$ cat src/rtl/cpu_pkg.sv
// Shared fetch-unit constants so the PC holding register and its users agree
// on program-counter width and reset vector.
package cpu_pkg;
  localparam int                  PC_WIDTH = 10;
  localparam logic [PC_WIDTH-1:0] PC_RESET = 10'd0;
endpackage

$ cat src/rtl/dff_en_arst.sv
// Single-bit storage flop with load enable and asynchronous active-low reset.
module dff_en_arst #(
  parameter logic RESET_VALUE = 1'b0
) (
  input  logic clk_i,
  input  logic rst_ni,
  input  logic en_i,
  input  logic d_i,
  output logic q_o
);

  logic q_q;
  logic q_d;

  always_comb begin
    q_d = q_q;
    if (en_i) q_d = d_i;
  end

  always_ff @(posedge clk_i or negedge rst_ni) begin
    if (!rst_ni) q_q <= RESET_VALUE;
    else         q_q <= q_d;
  end

  assign q_o = q_q;

endmodule

$ cat src/rtl/register_10bit.sv
// Clock-enabled holding register (program counter in the fetch unit); each bit
// is its own enable flop so the per-bit reset value comes straight from RESET_VALUE.
module register_10bit
  import cpu_pkg::*;
#(
  parameter int               WIDTH       = PC_WIDTH,
  parameter logic [WIDTH-1:0] RESET_VALUE = WIDTH'(PC_RESET)
) (
  input  logic             clk,
  input  logic             reset,
  input  logic             en,
  input  logic [WIDTH-1:0] din,
  output logic [WIDTH-1:0] dout
);

  for (genvar i = 0; i < WIDTH; i++) begin : g_bit
    dff_en_arst #(
      .RESET_VALUE(RESET_VALUE[i])
    ) u_bit (
      .clk_i (clk),
      .rst_ni(reset),
      .en_i  (en),
      .d_i   (din[i]),
      .q_o   (dout[i])
    );
  end

endmodule

$ cat config.mk
export PLATFORM = sky130hd
export DESIGN_NAME = register_10bit
export DESIGN_NICKNAME = d
export VERILOG_FILES = /design/src/rtl/cpu_pkg.sv /design/src/rtl/dff_en_arst.sv /design/src/rtl/register_10bit.sv
export SDC_FILE = /design/constraint.sdc
export NUM_CORES = 1
export LEC_CHECK = 0
export CAP_MARGIN = 20
export CORE_UTILIZATION = 35
export DETAILED_ROUTE_END_ITERATION = 10
export GPL_TIMING_DRIVEN = 0
export PLACE_DENSITY = 0.69
export REMOVE_ABC_BUFFERS = 1
export SYNTH_ARGS = -nofsm -noshare
export SYNTH_HDL_FRONTEND = slang
export SYNTH_SLANG_ARGS = --single-unit
$ cat constraint.sdc
create_clock -name clk -period 1.4 [get_ports clk]
set_clock_uncertainty 0.1 [all_clocks]
set_input_delay 0.42 -clock clk [delete_from_list [all_inputs] [get_ports clk]]
set_output_delay 0.42 -clock clk [all_outputs]
set_load 0.05 [all_outputs]
======== Word level (Yosys, flattened, before mapping) ========
Index checks and enable logic that the tools add are counted.
word-level totals
  register bits ........................... 10
  output and inout port bits .............. 10
  word-level logic and storage cells ...... 10

======== Depth between registers and ports, before layout ========
  depth after elaboration ................. 0
  depth in mapped cells ................... 2
  mapped depth without buffers ............ 1

======== By module ========
From an unflattened synthesis, not the netlist that was laid out.
unflattened totals
  cells, all modules ...................... 20
  area, all modules ....................... 400.4 um2
by module, submodules not included
  module       instances  cells an instance  area each (um2)  seq. area each (um2)
  dff_en_arst  10         2                  40.0             25.0

======== Worst setup path after synthesis ========
OpenSTA, ideal clock, no wires.
  path type ............................... input to register
  start point ............................. input en
  end point ............................... register g_bit[0].u_bit.q_q
  library setup time ...................... 0.125 ns
  arrival ................................. 0.857 ns
  required time ........................... 1.175 ns
  slack ................................... 0.318 ns
  stages on the path ...................... 2
  path buffers ............................ 1
  cell sequence ........................... buf_6 > mux2_4
RTL lines
  element                 RTL line              text
  start: declaration      register_10bit.sv:11  input logic en,
  end signal: assignment  dff_en_arst.sv:22     else q_q <= q_d;
  end: declaration        dff_en_arst.sv:12     logic q_q;
No word-level cell between the ends.

======== Worst setup path after layout ========
  start point ............................. register g_bit[6].u_bit.q_q
  end point ............................... output dout[6]
RTL lines
  element                   RTL line              text
  start: declaration        dff_en_arst.sv:12
  start signal: assignment  dff_en_arst.sv:22
  end: declaration          register_10bit.sv:13  output logic [WIDTH-1:0] dout
No word-level cell between the ends.

==> results.tsv <==
stage	metric	value	unit
detailed_routing	drt wl/cell	15.4	um
critical_path	Startpoint Class	register	
final_layout	Final Core Density	49.4	%
critical_path	crit-path max cell delay	0.39	ns
final_layout	max reg flops	10	
die	CORE AREA	1300	sq um
cts	clock-pin slew on the worst setup and hold paths	0.06	ns
yosys	syn avg cell area	15.7	sq um
sta	Setup TNS Final	0	ns
sta	RSZ-0062 raised after global routing	false	
critical_path	slowest stage cell, crit path	dfrtp_1	
yosys	yosys warns	0	
final_layout	ant diodes	0	
outcome	status	finished clean	
detailed_routing	Iteration-0 DRC Markers	3	
critical_path	CP Max Fanout	2	
die	starting density of the core	37.4	%
cts	number of buffers created by CTS	3	
placed_design	DPL Wire Length	725	um
yosys	Synth cell types	4	
final_layout	Filler cells	119	
power	Static Leak	0.312	nW
detailed_routing	final WL	926	um
sta	period utilization	96.9	%
critical_path	Worst Path Arrival	0.84	ns
placed_design	Port-buffer cells	22	
global_routing	initial antenna violation count	0	
cts	Clock Path Buffers	2	
flow_run	MaxCap Viol Count	0	
critical_path	Data required, critical path	0.88	ns
die	chip height	39.3	um
detailed_routing	Post-DRT Antenna Nets	0	
global_routing	largest net degree at the start of global routing	11	
cts	clk root buf	clkbuf_4	
critical_path	CP top delay family	flip-flops	
cts	H-tree depth	1	
power	VDD IR max	0.000638	V
power	pwr/cell area	1220	nW/um^2
global_routing	total track usage	16.2	%
global_routing	first-pass GRT wire length	1.42	mm
detailed_routing	via count	265	
cts	hold buffer count at CTS	0	
critical_path	CP bufs+invs	1	
global_routing	grt ovf	0	
yosys	sequential share of the synthesized area	51.4	%
sta	Max Transition Viols Final	0	
die	I/O pin cnt	23	
detailed_routing	First-pass DRT Iterations	2	
final_layout	post-route cell area	643	sq um
final_layout	area grow syn2layout	32.1	%
cts	CTS tree	done	
detailed_routing	vias per inst	4.42	
sta	Max Fclk	737	MHz
cts	clock sink count	10	
sta	setup ws final	0.0437	ns
placed_design	gpl congestion	0.650	
die	row cnt	13	
sta	Least-Margin Pin Slew	0.624	ns
final_layout	share of cells above drive strength 1	51.1	%
sta	minimum clock period	1.36	ns
placed_design	Place WS	-0.501	ns
critical_path	CP Class	reg -> out	
cts	Clock Latency Late Sink	0.26	ns
yosys	FF+latch count, synth	10	
global_routing	vias in the first global route	266	
sta	Final Hold Vio Count	0	
detailed_routing	drc violations	0	
hold_path	min-delay worst type	in -> async	
yosys	cell area after synthesis	487	sq um
die	die area	1540	sq um
critical_path	CP Capture Type	output pin	
yosys	synthesized instance count	31	
final_layout	post-layout net count	60	
critical_path	critical-path cell list	buf_4	
die	Die W	39.3	um
sta	Slew HR	58.4	%
placed_design	DP Area	639	sq um
sta	final setup fails	0	
power breakdown:
group | internal, mW | total, mW | leakage (nW) | switching, mW
Clock | 0.0989 | 0.189 | 0.0138 | 0.0900
Sequential | 0.318 | 0.337 | 0.117 | 0.0192
Combinational | 0.111 | 0.255 | 0.181 | 0.144
Total | 0.528 | 0.781 | 0.312 | 0.253
per-layer routing:
metal	wire length [um]	vias to the layer above	GRT usage, %
li1	-	120	-
met3	68	2	8.52
met4	17	0	10.3
met2	520	13	25.4
met1	320	130	16.6
met5	0	-	0
synth_stat cells:
library cell	count	area share, %
buf_6	1	2.3
mux2_4	10	31
dfrtp_1	10	51
buf_4	10	15
cell type report:
class | instances | area, sq um | share of cell area (%)
multi-input combinational | 10 | 150 | 23.3
tap | 15 | 18.8 | 2.92
timing repair buffer | 22 | 201 | 31.3
clock buffer | 3 | 22.5 | 3.50
sequential | 10 | 250 | 38.9
what timing repair did:
item | CTS | global route
setup buffers | 0 | 0
gates cloned | 0 | 0
setup endpoints to repair | 20 | 5
gates resized for setup | 58 | 8
worst paths after layout:
check	start	end	slack, ns	cells past startpoint
min in group clk	g_bit[4].u_bit.q_o$_DFFE_PN0P_	g_bit[4].u_bit.q_o$_DFFE_PN0P_	0.42	1
setup / recovery	g_bit[6].u_bit.q_o$_DFFE_PN0P_	dout[6]	0.04	1
hold / removal	reset	g_bit[3].u_bit.q_o$_DFFE_PN0P_	0.36	1
max in group asynchronous	reset	g_bit[4].u_bit.q_o$_DFFE_PN0P_	0.54	1
hold reg to reg	g_bit[4].u_bit.q_o$_DFFE_PN0P_	g_bit[4].u_bit.q_o$_DFFE_PN0P_	0.42	1
setup reg to reg	g_bit[5].u_bit.q_o$_DFFE_PN0P_	g_bit[5].u_bit.q_o$_DFFE_PN0P_	0.49	1
cell families after synthesis:
family,share of synthesized area (%)
flops,51.4
buf+inv,17.7
mux,30.8
cell usage in the layout, fill, tap and decap left out:
cell | synthesis | routed
mux2_4 | 10 | 10
buf_4 | 10 | 8
buf_6 | 1 | 2
clkdlybuf4s50_1 | 0 | 11
dlygate4sd2_1 | 0 | 1
dfrtp_1 | 10 | 10
clkbuf_4 | 0 | 3
metrics by stage:
step / hold slack [ns] / total power [mW] / cells
3_3_place_gp: 0.392 / 0.597 / 57
3_5_place_dp: 0.402 / 0.607 / 57
4_1_cts: 0.373 / 0.778 / 60
6_report: 0.362 / 0.781 / 60
2_1_floorplan: 0.0244 / 0.489 / 20
5_1_grt: 0.385 / 0.823 / 60
Power figures use the tool's default switching activity.
